File: config.mk
export PLATFORM = sky130hd
export DESIGN_NAME = bcd_countdown_timer_flat
export DESIGN_NICKNAME = d
export VERILOG_FILES = /design/src/rtl/bcd_countdown_timer_if.sv /design/src/rtl/bcd_countdown_timer.sv /design/src/flat_wrapper.sv
export SDC_FILE = /design/constraint.sdc
export NUM_CORES = 1
export LEC_CHECK = 0
export CAP_MARGIN = 10
export CORE_MARGIN = 2
export CORE_UTILIZATION = 55
export DETAILED_ROUTE_END_ITERATION = 10
export PLACE_DENSITY = 0.82
export SLEW_MARGIN = 20
export SYNTH_ARGS = -nofsm -noshare
export SYNTH_HDL_FRONTEND = slang
export SYNTH_SLANG_ARGS = --single-unit
File: constraint.sdc
create_clock -name clk -period 5.32 [get_ports clk]
set_clock_uncertainty 0.05 [all_clocks]
set_input_delay 1.064 -clock clk [delete_from_list [all_inputs] [get_ports clk]]
set_output_delay 1.064 -clock clk [all_outputs]
set_load 0.1 [all_outputs]
File: src/rtl/bcd_countdown_timer_if.sv
// Control and status bundle for bcd_countdown_timer. The master side drives
// load/start/hold/penalty; the slave side (the timer) returns count and flags.
interface bcd_countdown_timer_if #(
    parameter int DIGITS = 2
);
    logic                  load;
    logic [4*DIGITS-1:0]   load_value;
    logic                  start;
    logic                  hold;
    logic                  penalty;
    logic [4*DIGITS-1:0]   count;
    logic                  tick;
    logic                  running;
    logic                  time_out;

    modport master (
        output load, load_value, start, hold, penalty,
        input  count, tick, running, time_out
    );

    modport slave (
        input  load, load_value, start, hold, penalty,
        output count, tick, running, time_out
    );
endinterface

File: src/rtl/bcd_countdown_timer.sv
// N-digit BCD countdown timer with internal prescaler, hold, sticky timeout.
// Define BCD_TIMER_PENALTY_EN to compile in the PENALTY_SEC penalty subtraction.
module bcd_countdown_timer #(
    parameter int DIGITS      = 2,
    parameter int TICK_DIV    = 100000000,
    parameter int PENALTY_SEC = 10
) (
    input logic                  clk,
    input logic                  rst,
    bcd_countdown_timer_if.slave bus
);
    localparam int W  = 4 * DIGITS;
    localparam int PW = (TICK_DIV > 2) ? $clog2(TICK_DIV) : 1;

    localparam logic [1:0] IDLE    = 2'd0;
    localparam logic [1:0] RUN     = 2'd1;
    localparam logic [1:0] EXPIRED = 2'd2;

    localparam logic [PW-1:0] PRE_MAX = PW'(TICK_DIV - 1);

    // Binary to BCD with one spare digit so PENALTY_SEC+1 always fits.
    function automatic logic [W+3:0] toBcd(input int v);
        int r;
        logic [W+3:0] res;
        r   = v;
        res = '0;
        for (int i = 0; i <= DIGITS; i++) begin
            res[4*i +: 4] = 4'(r % 10);
            r = r / 10;
        end
        return res;
    endfunction

    localparam logic [W+3:0] ONE_BCD  = toBcd(1);
    localparam logic [W+3:0] PEN_BCD  = toBcd(PENALTY_SEC);
    localparam logic [W+3:0] PEN1_BCD = toBcd(PENALTY_SEC + 1);

    // Digit-serial BCD subtract; MSB of the result is the final borrow.
    function automatic logic [W+4:0] bcdSub(input logic [W+3:0] a, input logic [W+3:0] b);
        logic signed [5:0] d;
        logic              br;
        logic [W+3:0]      diff;
        br   = 1'b0;
        diff = '0;
        for (int i = 0; i <= DIGITS; i++) begin
            d = signed'({2'b00, a[4*i +: 4]}) - signed'({2'b00, b[4*i +: 4]})
                - signed'({5'd0, br});
            if (d < 6'sd0) begin
                d  = d + 6'sd10;
                br = 1'b1;
            end else begin
                br = 1'b0;
            end
            diff[4*i +: 4] = d[3:0];
        end
        return {br, diff};
    endfunction

    function automatic logic [W-1:0] clampBcd(input logic [W-1:0] v);
        logic [W-1:0] res;
        for (int i = 0; i < DIGITS; i++) begin
            res[4*i +: 4] = (v[4*i +: 4] > 4'd9) ? 4'd9 : v[4*i +: 4];
        end
        return res;
    endfunction

    logic [1:0]    state;
    logic [PW-1:0] presc;
    logic [W-1:0]  countQ;
    logic          tickQ;
    logic          runQ;
    logic          toQ;

    logic          penEff;
    logic          tickEv;
    logic          penEv;
    logic [W+3:0]  decAmt;
    logic [W+4:0]  subRes;
    logic [W-1:0]  decVal;

`ifdef BCD_TIMER_PENALTY_EN
    assign penEff = bus.penalty;
`else
    assign penEff = bus.penalty & 1'b0;
`endif

    always_comb begin
        tickEv = (state == RUN) && !bus.hold && (presc == PRE_MAX);
        penEv  = (state == RUN) && penEff;
        decAmt = penEv ? (tickEv ? PEN1_BCD : PEN_BCD) : ONE_BCD;
        subRes = bcdSub({4'd0, countQ}, decAmt);
        // Any borrow means the subtrahend exceeded count: saturate at zero.
        if (subRes[W+4] || (subRes[W+3:W] != 4'd0))
            decVal = '0;
        else
            decVal = subRes[W-1:0];
    end

    always_ff @(posedge clk or posedge rst) begin
        if (rst) begin
            state  <= IDLE;
            presc  <= '0;
            countQ <= '0;
            tickQ  <= 1'b0;
            runQ   <= 1'b0;
            toQ    <= 1'b0;
        end else if (bus.load) begin
            state  <= IDLE;
            presc  <= '0;
            countQ <= clampBcd(bus.load_value);
            tickQ  <= 1'b0;
            runQ   <= 1'b0;
            toQ    <= 1'b0;
        end else begin
            tickQ <= 1'b0;
            case (state)
                IDLE: begin
                    if (bus.start) begin
                        if (countQ != '0) begin
                            state <= RUN;
                            presc <= '0;
                            runQ  <= 1'b1;
                        end else begin
                            state <= EXPIRED;
                            toQ   <= 1'b1;
                        end
                    end
                end
                RUN: begin
                    if (!bus.hold)
                        presc <= tickEv ? '0 : presc + PW'(1);
                    if (tickEv || penEv) begin
                        countQ <= decVal;
                        tickQ  <= tickEv;
                        if (decVal == '0) begin
                            state <= EXPIRED;
                            runQ  <= 1'b0;
                            toQ   <= 1'b1;
                        end
                    end
                end
                default: ;
            endcase
        end
    end

    assign bus.count    = countQ;
    assign bus.tick     = tickQ;
    assign bus.running  = runQ;
    assign bus.time_out = toQ;
endmodule

File: src/flat_wrapper.sv
// flat-port wrapper written by rule: the top's interface ports become plain ports
module bcd_countdown_timer_flat 
#(
    parameter int DIGITS      = 2,
    parameter int TICK_DIV    = 100000000,
    parameter int PENALTY_SEC = 10
)
  (clk, rst, bus_load, bus_load_value, bus_start, bus_hold, bus_penalty, bus_count, bus_tick, bus_running, bus_time_out);
  bcd_countdown_timer_if #(.DIGITS(DIGITS)) bus_i ();
  input logic clk;
  input logic rst;
  input wire logic [$bits(bus_i.load)-1:0] bus_load;
  input wire logic [$bits(bus_i.load_value)-1:0] bus_load_value;
  input wire logic [$bits(bus_i.start)-1:0] bus_start;
  input wire logic [$bits(bus_i.hold)-1:0] bus_hold;
  input wire logic [$bits(bus_i.penalty)-1:0] bus_penalty;
  output wire logic [$bits(bus_i.count)-1:0] bus_count;
  output wire logic [$bits(bus_i.tick)-1:0] bus_tick;
  output wire logic [$bits(bus_i.running)-1:0] bus_running;
  output wire logic [$bits(bus_i.time_out)-1:0] bus_time_out;
  assign bus_i.load = bus_load;
  assign bus_i.load_value = bus_load_value;
  assign bus_i.start = bus_start;
  assign bus_i.hold = bus_hold;
  assign bus_i.penalty = bus_penalty;
  assign bus_count = bus_i.count;
  assign bus_tick = bus_i.tick;
  assign bus_running = bus_i.running;
  assign bus_time_out = bus_i.time_out;
  bcd_countdown_timer #(.DIGITS(DIGITS), .TICK_DIV(TICK_DIV), .PENALTY_SEC(PENALTY_SEC)) u_core (.clk(clk), .rst(rst), .bus(bus_i));
endmodule
=== Word level (Yosys, flattened, before mapping) ===
Cells that the tools add are included.

* Flip-flop bits (word level): 40
* Input bits: 14
* Output and inout bits: 11
* Logic and storage cells: 81

* $add $sub $neg: 7
* Order comparisons: 5
* Equality and inequality tests: 8
* Mux-type cells: 39
* Reduce and logical (&&, ||, !) cells: 16

{| class="wikitable"
|+ Operators with widths
! kind !! count
|-
| two-way mux 27 bit || 5
|-
| one-hot mux 27 bit (2 select lines) || 1
|-
| two-way mux 8 bit || 4
|-
| adder 27 x 1 -> 27 bit, second input constant || 1
|-
| == test 27 bit, second input constant || 1
|-
| two-way mux 4 bit || 5
|-
| two-way mux 1 bit || 16
|-
| inequality test 3 bit, second input constant || 4
|-
| less-than comparator 5 x 1 -> 1 bit, second input constant || 2
|-
| two-way mux 2 bit || 5
|-
| AND reduction 5 bit || 2
|-
| adder 4 bit, second input constant || 2
|-
| greater-than comparator 4 bit, second input constant || 2
|-
| logical NOT 8 bit || 1
|-
| AND reduction 4 bit || 2
|-
| nonzero test 8 bit || 1
|-
| inequality test 3 x 2 -> 1 bit, second input constant || 2
|-
| subtractor 4 x 1 -> 5 bit || 1
|-
| subtractor 4 x 1 -> 5 bit, second input constant || 1
|-
| adder 2 x 4 -> 4 bit, second input constant || 1
|-
| one-hot mux 1 bit (2 select lines) || 2
|-
| one-hot mux 2 bit (2 select lines) || 1
|-
| nonzero test 2 bit || 2
|-
| nonzero test 4 bit || 1
|-
| other kinds (9) || 10
|}

=== Depth between registers and ports, before layout ===
* Depth in word-level cells: 17
* Gate-level depth with buffers: 10
* Mapped depth without buffers: 10

=== Worst setup path before layout ===
Ideal clock, no wire load.

* Kind: reg2reg
* From: register u_core.countQ[0] (netlist: u_core.bus.count[0])
* To: register u_core.presc[19]
* Setup time: 0.073 ns
* Data arrival time: 3.010 ns
* Required time: 5.197 ns
* Setup slack: 2.187 ns
* Cell stages (with the launch flop): 8
* Buffers on the path: 0
* Period minus slack after synthesis: 3.133 ns
* Cells stage by stage: dfrtp_1 > inv_1 > ha_1 > nor3b_1 > a211o_1 > a2111o_1 > or4_4 > a21oi_2

* Cells in the longest elaborated chain, start to end: 3

{| class="wikitable"
|+ Ends and longest elaborated chain
! item !! line !! text
|-
| from (decl) || bcd_countdown_timer.sv:69 || <nowiki>logic [W-1:0] countQ;</nowiki>
|-
| from (signal assigned) || bcd_countdown_timer.sv:110 || <nowiki>countQ <= clampBcd(bus.load_value);</nowiki>
|-
| from (signal assigned) || bcd_countdown_timer.sv:133 || <nowiki>countQ <= decVal;</nowiki>
|-
| nonzero test 8 bit || bcd_countdown_timer.sv:119 || <nowiki>if (countQ != '0) begin</nowiki>
|-
| inequality test 3 x 2 -> 1 bit (no source line) || -- ||
|-
| AND reduction 4 bit (no source line) || -- ||
|-
| to (signal assigned) || bcd_countdown_timer.sv:131 || <nowiki>presc <= tickEv ? '0 : presc + PW'(1);</nowiki>
|-
| to (decl) || bcd_countdown_timer.sv:68 || <nowiki>logic [PW-1:0] presc;</nowiki>
|}

Every way passes these cells.
A chain may end at the register's enable or synchronous reset.

=== Worst setup path in the final report ===
* From: input port bus_hold
* To: register u_core.presc[21]

* Cells in the longest elaborated chain, start to end: 7
* Elaborated cells between the ends (all ways): 9
* Those cells by class: eq/ne: 1; mux: 4; reduce/logical: 4

{| class="wikitable"
|+ Ends and longest elaborated chain
! item !! line !! text
|-
| from (decl) || flat_wrapper.sv:15 || <nowiki>input wire logic [$bits(bus_i.hold)-1:0] bus_hold;</nowiki>
|-
| logical NOT 1 bit || bcd_countdown_timer.sv:88 || <nowiki>tickEv = (state == RUN) && !bus.hold && (presc == PRE_MAX);</nowiki>
|-
| logical AND 1 bit (2 in a row) || bcd_countdown_timer.sv:88 ||
|-
| two-way mux 27 bit || bcd_countdown_timer.sv:131 ||
|-
| two-way mux 27 bit || bcd_countdown_timer.sv:130 || <nowiki>if (!bus.hold)</nowiki>
|-
| one-hot mux 27 bit (2 select lines) || bcd_countdown_timer.sv:116 || <nowiki>case (state)</nowiki>
|-
| two-way mux 27 bit || bcd_countdown_timer.sv:107 || <nowiki>end else if (bus.load) begin</nowiki>
|}

Several ways; a longest one is shown, not always the timed one. The select of a mux whose other input is x is not followed.

==> impl_metrics.json <==
{
  "synth.distinct_cells": 44,
  "asyncSetResetFlopFracSynth_pct": 100.0,
  "die_w_um": 69.54,
  "overflow": 0,
  "ant_nets": 0,
  "ys_seq_elements": 40,
  "tns_ns": 0,
  "total_power_uw": 664.2,
  "crit_fanout": 25,
  "synth_area_mm2": 0.002362,
  "clk_pin_slew_ns": 0.07,
  "initial_utilization_pct": 58.22,
  "port_buffers": 23,
  "synth_fa_ha_area_share_pct": 2.648,
  "ctsResizeCount": 0,
  "area_delta_synth_final_pct": 15.04,
  "vias_per_cell": 5.970,
  "critPathLaunchType": "input port",
  "drive_above_1_share_pct": 4.211,
  "cap_violations": 0,
  "placed_area_mm2": 0.002628,
  "fmax_mhz": 291.1,
  "cts_tree": "yes",
  "grt_pass1_wl_um": 8645,
  "core_area_mm2": 0.004058,
  "fin_crit_sh_pct": 64.58,
  "num_vias": 2000,
  "grt_util_all_layers_pct": 22.36,
  "power.density_mw_per_mm2": 244.4,
  "power.leakage_uw": 0.001061,
  "cp.arrival_ns": 3.51,
  "peakVddDrop_mv": 0.1281,
  "reg2reg_to": "u_core.presc[19]",
  "drv_slew": 0,
  "synth.net_count": 280,
  "synth-edff-count": 0,
  "io_pins": 25,
  "dominantRegCellSynth": "dfrtp_1",
  "holdPathStages": 1,
  "antenna_found_initial": 0,
  "hold_end": "u_core.presc[1]",
  "reg2reg_from": "u_core.bus.count[0]",
  "rows": 23,
  "avgSynthCellArea_um2": 9.051,
  "hpwl_um": 3429,
  "min-delay-start": "u_core.presc[1]",
  "muxShareOfSynthArea_pct": 2.119,
  "post-cts-setup-buffers": 0,
  "holdBufCountCts": 0,
  "first_global_vias": 1872,
  "gp_congestion": 0.7932,
  "cp_data_required_time_ns": 5.40,
  "fp.dieH_um": 69.54,
  "synth_top_family_by_area": "simple AND/OR/NAND/NOR gates",
  "worst_slew_pin_slew_ns": 1.018,
  "diodes": 0,
  "root_buffer": "clkbuf_8",
  "drt_iter0_markers": 176,
  "hp-class": "flop to flop",
  "synth_cells": 261,
  "dieArea_mm2": 0.004835,
  "routedWlPerCell_um": 14.88,
  "synth-simple-area-share_pct": 23.57,
  "hold_violations": 0,
  "yosys_warnings": 0,
  "clockBufferDepth": 2,
  "clkLatencyLatePin_ns": 0.30,
  "worst_r2r_path_depth": 7,
  "first_pass_iters": 4,
  "status": "completed",
  "htreeDepth": 2,
  "nets": 303,
  "synth_xor_area_share_pct": 6.674,
  "criticalPathCategory": "input port to flop",
  "setup_viol": 0,
  "grt_max_degree": 41,
  "cts.sinks": 40,
  "slew_headroom_pct": 32.14,
  "synth_compound_area_share_pct": 18.91,
  "ys_seq_area_share_pct": 42.37,
  "final_area_mm2": 0.002718,
  "drt-total-wl_um": 4986,
  "finalCriticalPeriod_ns": 3.436,
  "crit_path_end_kind": "flop",
  "cts_inserted_buffers": 5,
  "drc": 0,
  "grt_setup_unrepaired": "false",
  "r2r_setup_slack_ns": 2.34
}
## how the worst max path moves through the flow
stage / startpoint / end / slack, ns / depth (start not counted)
floorplan: u_core.bus.count[0] / u_core.presc[19] / 2.19 / 7
global placement: bus_hold / u_core.presc[4] / 1.57 / 6
detailed placement: bus_load / u_core.presc[21] / 1.57 / 5
CTS: bus_hold / u_core.presc[21] / 1.88 / 6
global route: bus_load / u_core.presc[21] / 1.65 / 5
finish: bus_hold / u_core.presc[21] / 1.88 / 6
## placed cells by master (no fill, tap or decap), types with 3 or more instances in the layout
master / netlist / final
nand3_1: 12 / 12
nand2_1: 14 / 14
mux2i_1: 5 / 5
clkdlybuf4s50_1: 0 / 23
a21oi_1: 17 / 17
dfrtp_1: 40 / 40
inv_1: 13 / 13
or4_1: 5 / 5
o2bb2ai_1: 4 / 4
a31oi_1: 5 / 5
a211oi_1: 6 / 6
ha_1: 5 / 5
o31ai_1: 4 / 4
nor3b_1: 3 / 3
o21ai_0: 14 / 14
xnor2_1: 16 / 16
or3_1: 8 / 8
clkbuf_8: 0 / 6
a2111oi_0: 5 / 5
and3_1: 6 / 6
nand4_1: 7 / 7
nor2_1: 31 / 31
nand2b_1: 6 / 6
## cell usage after synthesis (6+ instances only)
library cell | number | area [µm²]
a211oi_1 | 6 | 45.04
a21oi_1 | 17 | 85.08
and3_1 | 6 | 37.54
dfrtp_1 | 40 | 1001
inv_1 | 13 | 48.80
nand2_1 | 14 | 52.55
nand2b_1 | 6 | 37.54
nand3_1 | 12 | 60.06
nand4_1 | 7 | 43.79
nor2_1 | 31 | 116.4
o21ai_0 | 14 | 70.07
or3_1 | 8 | 50.05
xnor2_1 | 16 | 140.1
## report_power, final
part | internal, µW | switching (µW)
logic | 40.5 | 91.8
registers | 311 | 10.3
clock network | 106 | 105
## cell type report
type,count,area [µm²]
repair buffers,24,237.7
multi-input cells,199,1274
inverters,14,52.55
well taps,50,62.56
flip-flops and latches,40,1001
fillers,327,1340
clock buffers,8,90.09
## stage by stage
| step | hold slack (ns) | worst slack (ns) | cells | util, % |
|---|---|---|---|---|
| 4_1_cts | 0.4741 | 1.880 | 335 | 66.98 |
| 5_1_grt | 0.5006 | 1.651 | 335 | 66.98 |
| 6_report | 0.4704 | 1.884 | 335 | 66.98 |
| 3_3_place_gp | 0.4583 | 1.568 | 327 | 64.75 |
| 2_1_floorplan | 0.4310 | 2.187 | 261 | - |
| 3_5_place_dp | 0.4633 | 1.569 | 327 | 64.75 |
## critical path: stages
cell and delay, ns:
clkdlybuf4s50_1 0.42, nor3b_1 0.34, nand4_1 0.22, nor3_4 0.45, o41a_1 0.87, a21oi_1 0.13
## flip-flops by register name (all words and copies together) (netlist names)
name	cells
u_core.bus.tick	1
u_core.bus.time_out	1
u_core.bus.count	8
u_core.bus.running	1
u_core.state	2
u_core.presc	27
## kinds of logic after synthesis
| group | Yosys count |
|---|---|
| multiplexers | 5 |
| buffers and inverters | 22 |
| flip-flops | 40 |
| AO/OA/AOI/OAI | 67 |
| XOR/XNOR | 18 |
| AND/OR/NAND/NOR | 104 |
| adder cells (fa/ha/maj) | 5 |
## routing by layer
layer / vias to the layer above / part of all wire [%] / global-route usage, %
li1: 1004 / - / -
met1: 948 / 49 / 30.54
met2: 41 / 45 / 33.97
met3: 7 / 4.9 / 6.541
met4: 0 / 1.8 / 7.843
met5: - / 0 / 0
(Power assumes the default switching activity.)
